**src/rtl/kinase_ctrl_pkg.sv**
```systemverilog
// kinase_ctrl_pkg
//   Shared definitions for the kinase chip valve sequencer:
//   - step-word field offsets/widths and a packed view of the step word
//   - sequencer FSM state encoding
//   - phase pattern ROMs for the 3-phase pump A and the 2-phase pump B
//   - a helper that maps a programmed dwell of 0 onto 1 cycle
package kinase_ctrl_pkg;

  localparam int STEP_W     = 37;
  localparam int CTRL_A_LSB = 0;
  localparam int CTRL_A_W   = 13;
  localparam int CTRL_S_LSB = 13;
  localparam int CTRL_S_W   = 4;
  localparam int PA_EN_BIT  = 17;
  localparam int PA_REV_BIT = 18;
  localparam int PB_EN_BIT  = 19;
  localparam int DWELL_LSB  = 20;
  localparam int DWELL_FW   = 16;
  localparam int LAST_BIT   = 36;

  // Packed view of one step-table entry; MSB first, matching the offsets above
  typedef struct packed {
    logic                last;
    logic [DWELL_FW-1:0] dwell;
    logic                pb_en;
    logic                pa_rev;
    logic                pa_en;
    logic [CTRL_S_W-1:0] ctrl_s;
    logic [CTRL_A_W-1:0] ctrl_a;
  } step_word_t;

  typedef enum logic [2:0] {
    ST_IDLE   = 3'd0,
    ST_LOAD   = 3'd1,
    ST_SETTLE = 3'd2,
    ST_RUN    = 3'd3,
    ST_DONE   = 3'd4
  } seq_state_e;

  localparam int PA_PHASES = 6;
  localparam int PA_W      = 3;
  localparam int PB_PHASES = 2;
  localparam int PB_W      = 2;

  // Entry 0 sits in the least significant slice: 001,011,010,110,100,101
  localparam logic [PA_PHASES*PA_W-1:0] PA_PHASE_ROM =
    {3'b101, 3'b100, 3'b110, 3'b010, 3'b011, 3'b001};
  // Pump B simply alternates 01,10
  localparam logic [PB_PHASES*PB_W-1:0] PB_PHASE_ROM = {2'b10, 2'b01};

  // A dwell of 0 still runs the pumps for one cycle
  function automatic logic [DWELL_FW-1:0] eff_dwell(input logic [DWELL_FW-1:0] dwell);
    return (dwell == {DWELL_FW{1'b0}}) ? {{(DWELL_FW-1){1'b0}}, 1'b1} : dwell;
  endfunction

endpackage

```
**src/rtl/kinase_pump_phase_gen.sv**
```systemverilog
// kinase_pump_phase_gen
//   Rate divider plus phase sequencer for one peristaltic pump.
//   Ports:
//     clk, rst     clock, synchronous active-high reset
//     start        restart at phase 0 with the divider cleared (RUN entry)
//     run          advance through the phases at the divided rate
//     enable       pump enabled for this step; disabled pump drives 0
//     reverse      walk the phase table backwards
//     pump_div     phase advances every pump_div+1 cycles
//     phase_lines  registered pump phase outputs
//   With neither start nor run asserted the pump lines are forced to 0.
module kinase_pump_phase_gen #(
  parameter int                              NUM_PHASES = 6,
  parameter int                              PHASE_W    = 3,
  parameter int                              DIV_W      = 12,
  parameter logic [NUM_PHASES*PHASE_W-1:0]   PHASE_ROM  = '0
) (
  input  logic               clk,
  input  logic               rst,
  input  logic               start,
  input  logic               run,
  input  logic               enable,
  input  logic               reverse,
  input  logic [DIV_W-1:0]   pump_div,
  output logic [PHASE_W-1:0] phase_lines
);

  localparam int               IDX_W    = (NUM_PHASES > 2) ? $clog2(NUM_PHASES) : 1;
  localparam logic [IDX_W-1:0] LAST_IDX = IDX_W'(NUM_PHASES - 1);

  logic [DIV_W-1:0]   div_cnt_q, div_cnt_d;
  logic [IDX_W-1:0]   phase_idx_q, phase_idx_d, phase_next;
  logic [PHASE_W-1:0] lines_q, lines_d;

  function automatic logic [PHASE_W-1:0] rom_entry(input logic [IDX_W-1:0] idx);
    return PHASE_ROM[int'(idx) * PHASE_W +: PHASE_W];
  endfunction

  // Neighbouring phase index in the selected direction, wrapping at both ends
  always_comb begin
    phase_next = phase_idx_q;
    if (reverse) begin
      if (phase_idx_q == {IDX_W{1'b0}}) begin
        phase_next = LAST_IDX;
      end else begin
        phase_next = phase_idx_q - IDX_W'(1);
      end
    end else begin
      if (phase_idx_q == LAST_IDX) begin
        phase_next = {IDX_W{1'b0}};
      end else begin
        phase_next = phase_idx_q + IDX_W'(1);
      end
    end
  end

  // Divider, phase index and output pattern next-state
  always_comb begin
    div_cnt_d   = div_cnt_q;
    phase_idx_d = phase_idx_q;
    lines_d     = lines_q;
    if (start) begin
      div_cnt_d   = {DIV_W{1'b0}};
      phase_idx_d = {IDX_W{1'b0}};
      lines_d     = enable ? rom_entry({IDX_W{1'b0}}) : {PHASE_W{1'b0}};
    end else if (run) begin
      if (div_cnt_q == pump_div) begin
        div_cnt_d   = {DIV_W{1'b0}};
        phase_idx_d = phase_next;
        lines_d     = enable ? rom_entry(phase_next) : {PHASE_W{1'b0}};
      end else begin
        div_cnt_d   = div_cnt_q + DIV_W'(1);
      end
    end else begin
      div_cnt_d   = {DIV_W{1'b0}};
      phase_idx_d = {IDX_W{1'b0}};
      lines_d     = {PHASE_W{1'b0}};
    end
  end

  // Pump generator state registers
  always_ff @(posedge clk) begin
    if (rst) begin
      div_cnt_q   <= {DIV_W{1'b0}};
      phase_idx_q <= {IDX_W{1'b0}};
      lines_q     <= {PHASE_W{1'b0}};
    end else begin
      div_cnt_q   <= div_cnt_d;
      phase_idx_q <= phase_idx_d;
      lines_q     <= lines_d;
    end
  end

  assign phase_lines = lines_q;

endmodule

```
**src/rtl/kinase_valve_sequencer.sv**
```systemverilog
// kinase_valve_sequencer
//   Plays a host-written step table onto the kinase chip control layer.
//   Each step: LOAD valve pattern, SETTLE with pumps off, RUN pumps for dwell.
//   Ports:
//     clk, rst              clock, synchronous active-high reset
//     prog_we/addr/data     step-table write port (ignored while busy)
//     start, abort          run control pulses (abort wins over everything)
//     pump_div              pump phase rate divider
//     busy, done, step_idx  run status
//     ctrl_a, ctrl_s        valve lines
//     pump_a, pump_b        pump phase lines
//   All outputs are registered. The step table has no reset so its contents
//   survive reset and abort.
module kinase_valve_sequencer
  import kinase_ctrl_pkg::*;
#(
  parameter int NUM_STEPS  = 16,
  parameter int DWELL_W    = 16,
  parameter int DIV_W      = 12,
  parameter int SETTLE_CYC = 8
) (
  input  logic                         clk,
  input  logic                         rst,
  input  logic                         prog_we,
  input  logic [$clog2(NUM_STEPS)-1:0] prog_addr,
  input  logic [STEP_W-1:0]            prog_data,
  input  logic                         start,
  input  logic                         abort,
  input  logic [DIV_W-1:0]             pump_div,
  output logic                         busy,
  output logic                         done,
  output logic [$clog2(NUM_STEPS)-1:0] step_idx,
  output logic [CTRL_A_W-1:0]          ctrl_a,
  output logic [CTRL_S_W-1:0]          ctrl_s,
  output logic [PA_W-1:0]              pump_a,
  output logic [PB_W-1:0]              pump_b
);

  localparam int                  IDX_W       = $clog2(NUM_STEPS);
  localparam int                  SETTLE_W    = $clog2(SETTLE_CYC) + 1;
  localparam logic [IDX_W-1:0]    LAST_STEP   = IDX_W'(NUM_STEPS - 1);
  localparam logic [SETTLE_W-1:0] SETTLE_INIT = SETTLE_W'(SETTLE_CYC - 1);

  step_word_t          step_table_q [NUM_STEPS];
  step_word_t          rd_word;

  seq_state_e          state_q, state_d;
  logic                busy_q, busy_d;
  logic                done_q, done_d;
  logic [IDX_W-1:0]    step_idx_q, step_idx_d;
  logic [CTRL_A_W-1:0] ctrl_a_q, ctrl_a_d;
  logic [CTRL_S_W-1:0] ctrl_s_q, ctrl_s_d;
  logic [SETTLE_W-1:0] settle_cnt_q, settle_cnt_d;
  logic [DWELL_W-1:0]  dwell_cnt_q, dwell_cnt_d;
  logic [DWELL_FW-1:0] cur_dwell_q, cur_dwell_d;
  logic                cur_last_q, cur_last_d;
  logic                cur_pa_en_q, cur_pa_en_d;
  logic                cur_pa_rev_q, cur_pa_rev_d;
  logic                cur_pb_en_q, cur_pb_en_d;
  logic                pump_start, pump_run;

  assign rd_word = step_table_q[step_idx_q];

  // Step-table write port; locked out for the whole run
  always_ff @(posedge clk) begin
    if (prog_we && !busy_q) begin
      step_table_q[prog_addr] <= step_word_t'(prog_data);
    end
  end

  // Sequencer next-state: abort overrides every state and any same-cycle start
  always_comb begin
    state_d      = state_q;
    busy_d       = busy_q;
    done_d       = 1'b0;
    step_idx_d   = step_idx_q;
    ctrl_a_d     = ctrl_a_q;
    ctrl_s_d     = ctrl_s_q;
    settle_cnt_d = settle_cnt_q;
    dwell_cnt_d  = dwell_cnt_q;
    cur_dwell_d  = cur_dwell_q;
    cur_last_d   = cur_last_q;
    cur_pa_en_d  = cur_pa_en_q;
    cur_pa_rev_d = cur_pa_rev_q;
    cur_pb_en_d  = cur_pb_en_q;
    pump_start   = 1'b0;
    pump_run     = 1'b0;
    if (abort) begin
      state_d      = ST_IDLE;
      busy_d       = 1'b0;
      step_idx_d   = {IDX_W{1'b0}};
      ctrl_a_d     = {CTRL_A_W{1'b0}};
      ctrl_s_d     = {CTRL_S_W{1'b0}};
      settle_cnt_d = {SETTLE_W{1'b0}};
      dwell_cnt_d  = {DWELL_W{1'b0}};
    end else begin
      case (state_q)
        ST_IDLE: begin
          if (start) begin
            state_d    = ST_LOAD;
            busy_d     = 1'b1;
            step_idx_d = {IDX_W{1'b0}};
          end else begin
            state_d    = ST_IDLE;
          end
        end
        ST_LOAD: begin
          ctrl_a_d     = rd_word.ctrl_a;
          ctrl_s_d     = rd_word.ctrl_s;
          cur_dwell_d  = rd_word.dwell;
          cur_last_d   = rd_word.last;
          cur_pa_en_d  = rd_word.pa_en;
          cur_pa_rev_d = rd_word.pa_rev;
          cur_pb_en_d  = rd_word.pb_en;
          settle_cnt_d = SETTLE_INIT;
          state_d      = ST_SETTLE;
        end
        ST_SETTLE: begin
          if (settle_cnt_q == {SETTLE_W{1'b0}}) begin
            dwell_cnt_d = DWELL_W'(eff_dwell(cur_dwell_q));
            pump_start  = 1'b1;
            state_d     = ST_RUN;
          end else begin
            settle_cnt_d = settle_cnt_q - SETTLE_W'(1);
          end
        end
        ST_RUN: begin
          // dwell_cnt holds the RUN cycles still to go, including this one
          if (dwell_cnt_q == DWELL_W'(1)) begin
            dwell_cnt_d = {DWELL_W{1'b0}};
            if (cur_last_q || (step_idx_q == LAST_STEP)) begin
              state_d    = ST_DONE;
              done_d     = 1'b1;
              step_idx_d = {IDX_W{1'b0}};
              ctrl_a_d   = {CTRL_A_W{1'b0}};
              ctrl_s_d   = {CTRL_S_W{1'b0}};
            end else begin
              step_idx_d = step_idx_q + IDX_W'(1);
              state_d    = ST_LOAD;
            end
          end else begin
            dwell_cnt_d = dwell_cnt_q - DWELL_W'(1);
            pump_run    = 1'b1;
          end
        end
        ST_DONE: begin
          busy_d     = 1'b0;
          step_idx_d = {IDX_W{1'b0}};
          state_d    = ST_IDLE;
        end
        default: begin
          state_d    = ST_IDLE;
          busy_d     = 1'b0;
          step_idx_d = {IDX_W{1'b0}};
          ctrl_a_d   = {CTRL_A_W{1'b0}};
          ctrl_s_d   = {CTRL_S_W{1'b0}};
        end
      endcase
    end
  end

  // Sequencer state and output registers
  always_ff @(posedge clk) begin
    if (rst) begin
      state_q      <= ST_IDLE;
      busy_q       <= 1'b0;
      done_q       <= 1'b0;
      step_idx_q   <= {IDX_W{1'b0}};
      ctrl_a_q     <= {CTRL_A_W{1'b0}};
      ctrl_s_q     <= {CTRL_S_W{1'b0}};
      settle_cnt_q <= {SETTLE_W{1'b0}};
      dwell_cnt_q  <= {DWELL_W{1'b0}};
      cur_dwell_q  <= {DWELL_FW{1'b0}};
      cur_last_q   <= 1'b0;
      cur_pa_en_q  <= 1'b0;
      cur_pa_rev_q <= 1'b0;
      cur_pb_en_q  <= 1'b0;
    end else begin
      state_q      <= state_d;
      busy_q       <= busy_d;
      done_q       <= done_d;
      step_idx_q   <= step_idx_d;
      ctrl_a_q     <= ctrl_a_d;
      ctrl_s_q     <= ctrl_s_d;
      settle_cnt_q <= settle_cnt_d;
      dwell_cnt_q  <= dwell_cnt_d;
      cur_dwell_q  <= cur_dwell_d;
      cur_last_q   <= cur_last_d;
      cur_pa_en_q  <= cur_pa_en_d;
      cur_pa_rev_q <= cur_pa_rev_d;
      cur_pb_en_q  <= cur_pb_en_d;
    end
  end

  kinase_pump_phase_gen #(
    .NUM_PHASES (PA_PHASES),
    .PHASE_W    (PA_W),
    .DIV_W      (DIV_W),
    .PHASE_ROM  (PA_PHASE_ROM)
  ) u_pump_a (
    .clk         (clk),
    .rst         (rst),
    .start       (pump_start),
    .run         (pump_run),
    .enable      (cur_pa_en_q),
    .reverse     (cur_pa_rev_q),
    .pump_div    (pump_div),
    .phase_lines (pump_a)
  );

  kinase_pump_phase_gen #(
    .NUM_PHASES (PB_PHASES),
    .PHASE_W    (PB_W),
    .DIV_W      (DIV_W),
    .PHASE_ROM  (PB_PHASE_ROM)
  ) u_pump_b (
    .clk         (clk),
    .rst         (rst),
    .start       (pump_start),
    .run         (pump_run),
    .enable      (cur_pb_en_q),
    .reverse     (1'b0),
    .pump_div    (pump_div),
    .phase_lines (pump_b)
  );

  assign busy     = busy_q;
  assign done     = done_q;
  assign step_idx = step_idx_q;
  assign ctrl_a   = ctrl_a_q;
  assign ctrl_s   = ctrl_s_q;

endmodule
```
**config.mk**
```make
export PLATFORM = sky130hd
export DESIGN_NAME = kinase_valve_sequencer
export DESIGN_NICKNAME = d
export VERILOG_FILES = /design/src/rtl/kinase_ctrl_pkg.sv /design/src/rtl/kinase_pump_phase_gen.sv /design/src/rtl/kinase_valve_sequencer.sv
export SDC_FILE = /design/constraint.sdc
export NUM_CORES = 1
export LEC_CHECK = 0
export BUFFER_PORTS_ARGS = -buffer_cell sky130_fd_sc_hd__buf_4
export CAP_MARGIN = 5
export CORE_ASPECT_RATIO = 0.7
export CORE_MARGIN = 4
export CORE_UTILIZATION = 60
export CTS_CLUSTER_DIAMETER = 100
export DETAILED_ROUTE_END_ITERATION = 8
export GPL_TIMING_DRIVEN = 1
export PLACE_DENSITY_LB_ADDON = 0.1
export RECOVER_POWER = 50
export REMOVE_ABC_BUFFERS = 1
export SLEW_MARGIN = 15
export SYNTH_ARGS = -nofsm -noshare
export SYNTH_HDL_FRONTEND = slang
export SYNTH_SLANG_ARGS = --single-unit
```
**constraint.sdc**
```tcl
create_clock -name clk -period 5 [get_ports clk]
set_clock_uncertainty 0.05 [all_clocks]
set_input_delay 0.25 -clock clk [delete_from_list [all_inputs] [get_ports clk]]
set_output_delay 0.25 -clock clk [all_outputs]
set_load 0.02 [all_outputs]
```
### After elaboration in Yosys (flattened, before gate mapping)

Memories as Yosys holds them, arrays and structs flattened. A register that Yosys moved wholly into a read port is not among the register bits.
Index checks and enable logic that the tools add are counted.

| operators by class | value |
|---|---|
| $add $sub $neg | 8 |
| $mul | 1 |
| divide/modulo/power cells | 0 |
| $lt $le $gt $ge | 0 |
| equality and inequality tests | 16 |
| shift operators | 2 |
| multiplexer cells | 48 |
| bitwise operators | 7 |
| reduce and logical (&&, ||, !) cells | 24 |

Operators with widths:

| cell | number |
|---|---|
| 16-bit 2-to-1 mux | 3 |
| 13-bit one-hot mux with 3 select lines | 1 |
| 4-bit 2-to-1 mux | 8 |
| 16-bit one-hot mux with 2 select lines | 1 |
| 18-bit by 32-bit indexed part select with 3-bit output (first input constant) | 1 |
| 3-bit 2-to-1 mux | 10 |
| 13-bit 2-to-1 mux | 2 |
| 12-bit by 1-bit adder with 12-bit output (second input constant) | 2 |
| 12-bit equality test | 2 |
| 4-bit one-hot mux with 3 select lines | 2 |
| 16-bit by 1-bit equality test with 1-bit output (second input constant) | 1 |
| 16-bit logical NOT | 1 |
| 16-bit by 1-bit subtractor with 16-bit output (second input constant) | 1 |
| 1-bit 2-to-1 mux | 14 |
| 3-bit one-hot mux with 4 select lines | 1 |
| 4-bit OR reduction | 3 |
| 2-bit inequality test (second input constant) | 5 |
| 2-bit AND reduction | 5 |
| 3-bit OR reduction | 3 |
| 2-bit 2-to-1 mux | 4 |
| 4-bit one-hot mux with 2 select lines | 1 |
| 1-bit NOT | 7 |
| 3-bit by 2-bit equality test with 1-bit output (second input constant) | 2 |
| 3-bit equality test (second input constant) | 2 |
| 19 further kinds | 24 |

| word-level totals | value |
|---|---|
| register bits after elaboration | 99 |
| latch bits | 0 |
| memory bits (writable) | 592 |
| bits in read-only memories | 0 |
| input bits | 58 |
| output and inout bits | 28 |
| word-level logic and storage cells | 126 |
| memories | 1 |

Memory list:

| memory | depth | bits a word | rd ports | clocked after Yosys merged registers in | wr ports | line | text |
|---|---|---|---|---|---|---|---|
| step_table_q | 16 | 37 | 1 | 1 | 1 | kinase_valve_sequencer.sv:44 | `step_word_t step_table_q [NUM_STEPS];` |

### Longest topological paths before layout

| logic depth | value |
|---|---|
| word-level depth | 9 |
| mapped depth | 8 |
| mapped depth without buffers | 7 |

### By module

Synthesis repeated with hierarchy kept, for this count alone.

| unflattened totals | value |
|---|---|
| cells, all modules | 1,527 |
| area, all modules | 27,343.7 um^2 |

By module, submodules not included:

| module | times used | cells an instance | area each (um^2) | sequential area each (um^2) |
|---|---|---|---|---|
| kinase_valve_sequencer | 1 | 1,307 | 25,419.4 | 19,178.4 |
| kinase_pump_phase_gen at u_pump_a | 1 | 131 | 1,086.0 | 360.3 |
| kinase_pump_phase_gen at u_pump_b | 1 | 89 | 838.3 | 300.3 |

### Worst setup path after synthesis

Ideal clock, no wire load.

| path | value |
|---|---|
| path type | reg2reg |
| from | register busy_q, in the netlist busy |
| to | memory step_table_q[4][0] (netlist bit) (enable) |
| setup time | 478 ps |
| arrival | 3,586 ps |
| data required time | 4,472 ps |
| path slack | 886 ps |
| stages on the path, launching flop included | 4 |
| path buffers | 0 |
| period minus slack after synthesis | 4,114 ps |
| cell sequence | dfxtp_1 nand2b_1 or3b_2 nor3_1 |

| between the ends | value |
|---|---|
| word-level cells in the longest chain between the ends | 4 |

RTL lines:

| element | line | text |
|---|---|---|
| from (decl) | kinase_valve_sequencer.sv:48 | `logic busy_q, busy_d;` |
| from (signal assigned) | kinase_valve_sequencer.sv:180 | `busy_q <= busy_d;` |
| 1-bit logical NOT | kinase_valve_sequencer.sv:66 | `if (prog_we && !busy_q) begin` |
| 1-bit logical AND | kinase_valve_sequencer.sv:66 |  |
| 1-bit 2-to-1 mux | kinase_valve_sequencer.sv:66 |  |
| 1-bit 2-to-1 mux (implied by the code) | kinase_valve_sequencer.sv:67 | `step_table_q[prog_addr] <= step_word_t'(prog_data);` |
| to (decl) | kinase_valve_sequencer.sv:44 |  |

No other way between the ends.

### Final worst setup path

| path | value |
|---|---|
| from | register busy_q, in the netlist busy |
| to | memory step_table_q[10][8] (netlist bit) (enable) |

Same word-level chain as after synthesis.

==> results.json <==
{
  "synthDistinctLibCells": 54,
  "ir_drop_mv": 0.300,
  "drive_gt1_frac": 0.224,
  "drv_cap": 5,
  "clkLatencyLatePin_ns": 0.61,
  "min_to": "u_pump_b.phase_lines[1]",
  "vias": 14029,
  "status": "complete, but fails checks",
  "dpl_cell_area_mm2": 0.0284,
  "comb_power_share": 0.027,
  "ys_seq_area_frac": 0.736,
  "r2r_cells": 5,
  "synth_cells": 1356,
  "fp.dieArea_mm2": 0.0485,
  "ys_warn_count": 0,
  "synthArstFlopShare": 0,
  "leakagePower_nw": 9.26,
  "drc_errors": 0,
  "syn-cell-area_mm2": 0.0270,
  "firstDrtPassIters": 5,
  "reg2reg_to": "step_table_q[10][8]",
  "ff2ff_setup_slack_ns": 1.15,
  "tightest_slew_ns": 3.35,
  "postSynthAreaPerCell_um2": 19.9,
  "clockBufferDepth": 3,
  "grt_pass1_wl_mm": 91.6,
  "most-common-layout-cells": "edfxtp_1, mux4_2, dfxtp_1, clkbuf_1, clkbuf_16",
  "slew_headroom": -1.23,
  "crit_required_ns": 5.09,
  "numCtsBuffers": 60,
  "synth_edf_count": 592,
  "die_y_um": 185,
  "final-max-slew-violation-count": 87,
  "power.switching_w": 0.00223,
  "final_util": 0.692,
  "timing.final.crit_period_ns": 3.85,
  "power.internal_w": 0.00898,
  "fin_crit_sh": 0.769,
  "design_area_mm2": 0.0305,
  "root_buffer": "clkbuf_16",
  "hold_class": "in -> reg",
  "die_w_um": 261,
  "ys.flop_type": "edfxtp_1",
  "drt_iter0_markers": 1478,
  "hold_start": "pump_div[6]",
  "final_common_cell": "edfxtp_1",
  "setup_violations": 0,
  "avgRoutedWirePerCell_um": 28.5,
  "final_antenna_net_count": 0,
  "holdPathStages": 6,
  "fin_nets": 1570,
  "numClockSinks": 695,
  "worstPathArrival_ns": 3.93,
  "wirelength_mm": 61.2,
  "clk_pin_slew_ns": 0.06,
  "io_buffers": 85,
  "synth_seq_cells": 695,
  "fp-row-count": 64,
  "reg2reg_from": "busy",
  "p_per_area_mw_per_mm2": 368,
  "grt_pass1_vias": 13978,
  "start_util": 0.612,
  "crit_fanout": 37,
  "start_kind": "register",
  "failed_checks": "capacitance limit, slew limit",
  "setup_ws_ns": 1.15,
  "hpwl_mm": 32.4,
  "max_freq_mhz": 260,
  "antenna_found_initial": 1,
  "total_power_w": 0.0112,
  "path_class": "reg -> reg",
  "crit_path_end_kind": "register",
  "syn_to_final_growth_pct": 13.1,
  "rsz0062_at_grt": "false",
  "p_sw_frac": 0.199,
  "dp_slack_ns": 1.98,
  "final_hold_viol_count": 0,
  "power_frac_seq": 0.569,
  "cts_setup_buffers": 0,
  "vias_per_cell": 6.53,
  "clkPwrFrac": 0.405,
  "place_congestion": 0.844,
  "htreeDepth": 2,
  "io_pins": 86,
  "core_mm2": 0.0440,
  "grt.overflow.total": 0,
  "grtUsageTotal": 0.259,
  "grt_start_max_net_pins": 53,
  "fin_tns_setup_ns": 0,
  "cts_tree": "done"
}
flip-flops by register name, indices dropped and copies added, names as in the netlist, 4 cells and up, named ones only:
signal,count
u_pump_a.div_cnt_q,12
cur_dwell_q,16
u_pump_b.div_cnt_q,12
step_idx,4
ctrl_s,4
ctrl_a,13
step_table_q,592
dwell_cnt_q,16
settle_cnt_q,4
layout make-up:
type	instances	area (um2)
clock inverters	20	185
multi-input cells	576	6850
flip-flops and latches	695	19900
well taps	594	743
clock buffers	91	1730
inverters	13	48.8
repair buffers	158	1080
fillers	2818	13600
diodes	1	2.50
cell usage after synthesis (2+ instances only):
master | instances | share of area
a211o_1 | 4 | 0.0013
a211oi_1 | 2 | 0.00056
a21boi_0 | 2 | 0.00056
a21oi_1 | 19 | 0.0035
a31oi_1 | 4 | 0.00093
a32o_1 | 50 | 0.019
a41oi_1 | 2 | 0.00065
and2_1 | 2 | 0.00046
and3_1 | 10 | 0.0023
and4_1 | 3 | 0.00097
buf_1 | 3 | 0.00042
buf_2 | 20 | 0.0037
buf_6 | 3 | 0.0013
clkbuf_1 | 45 | 0.0063
dfxtp_1 | 103 | 0.076
edfxtp_1 | 592 | 0.66
ha_1 | 8 | 0.0037
inv_1 | 13 | 0.0018
mux4_2 | 185 | 0.15
nand2_1 | 35 | 0.0049
nand2b_1 | 12 | 0.0028
nand3_1 | 10 | 0.0019
nand3b_1 | 2 | 0.00056
nand4_1 | 10 | 0.0023
nand4b_1 | 3 | 0.00097
nor2_1 | 61 | 0.0085
nor2b_1 | 3 | 0.00070
nor3_1 | 24 | 0.0045
nor3b_1 | 3 | 0.00084
nor4_1 | 9 | 0.0021
o211ai_1 | 3 | 0.00084
o21ai_0 | 17 | 0.0032
o21ai_1 | 9 | 0.0017
o22ai_1 | 4 | 0.00093
o31ai_1 | 3 | 0.00084
o41ai_1 | 3 | 0.00097
or3_1 | 5 | 0.0012
or3b_2 | 2 | 0.00065
or4_1 | 4 | 0.0011
xnor2_1 | 38 | 0.012
xor2_1 | 13 | 0.0042
cell families (layout without fill, tap and decap cells):
family	after synthesis	count (layout)	synth area share
simple gates	202	202	0.0380
compound gates	128	128	0.0367
fa+ha+maj	8	8	0.00371
buf+inv	85	282	0.0140
xor+xnor	51	51	0.0166
mux	187	187	0.155
other cells	0	1	0
flops	695	695	0.736
how the worst max path moves through the flow:
stage	startpoint	end	slack [ns]
6_report	busy	step_table_q[10][8]	1.15
3_3_place_gp	register	cur_dwell_q[12]	2.01
2_1_floorplan	register	ctrl_a[0]	-2.64
3_5_place_dp	register	cur_dwell_q[9]	1.98
5_1_grt	busy	step_table_q[10][8]	1.03
4_1_cts	register	cur_pa_en_q	1.71
worst max-delay path, stage by stage, from the launching register on:
cell      delay [ns]
dfxtp_1         0.33
nand2b_1        0.18
nor2_1          0.10
nand2_1         0.18
nor2_4          0.14
clkbuf_1        2.36
power groups by stage:
stage / Clock (W) / Sequential [W] / Combinational [W]
finish: 0.00454 / 0.00637 / 0.000298
global route: 0.00488 / 0.00637 / 0.000319
CTS: 0.00460 / 0.00637 / 0.000314
global placement: 0 / 0.00649 / 0.000278
detailed placement: 0 / 0.00649 / 0.000287
floorplan: 0 / 0.00650 / 0.000103
metal layers:
layer / global-route usage / vias to the layer above / wire [um] / share of wire
met2: 0.400 / 635 / 29000 / 0.47
met4: 0.0444 / 2 / 730 / 0.012
met5: 0 / - / 13 / 0.00021
met1: 0.402 / 7420 / 26400 / 0.43
met3: 0.0504 / 53 / 5140 / 0.084
li1: - / 5919 / - / -
stage by stage:
| stage | hold slack [ns] | std cells |
|---|---|---|
| floorplan | 0.269 | 1284 |
| global placement | 0.401 | 1996 |
| detailed placement | 0.410 | 1996 |
| CTS | 0.112 | 2147 |
| global route | 0.163 | 2147 |
| finish | 0.135 | 2148 |
what timing repair did:
action / CTS / global route
hold buffers: 40 / 0
gates resized for setup: 0 / 0
endpoints found under the hold margin: 594 / 0
setup endpoints to repair: 0 / 0
No activity file was read; power rests on OpenSTA's default activity.
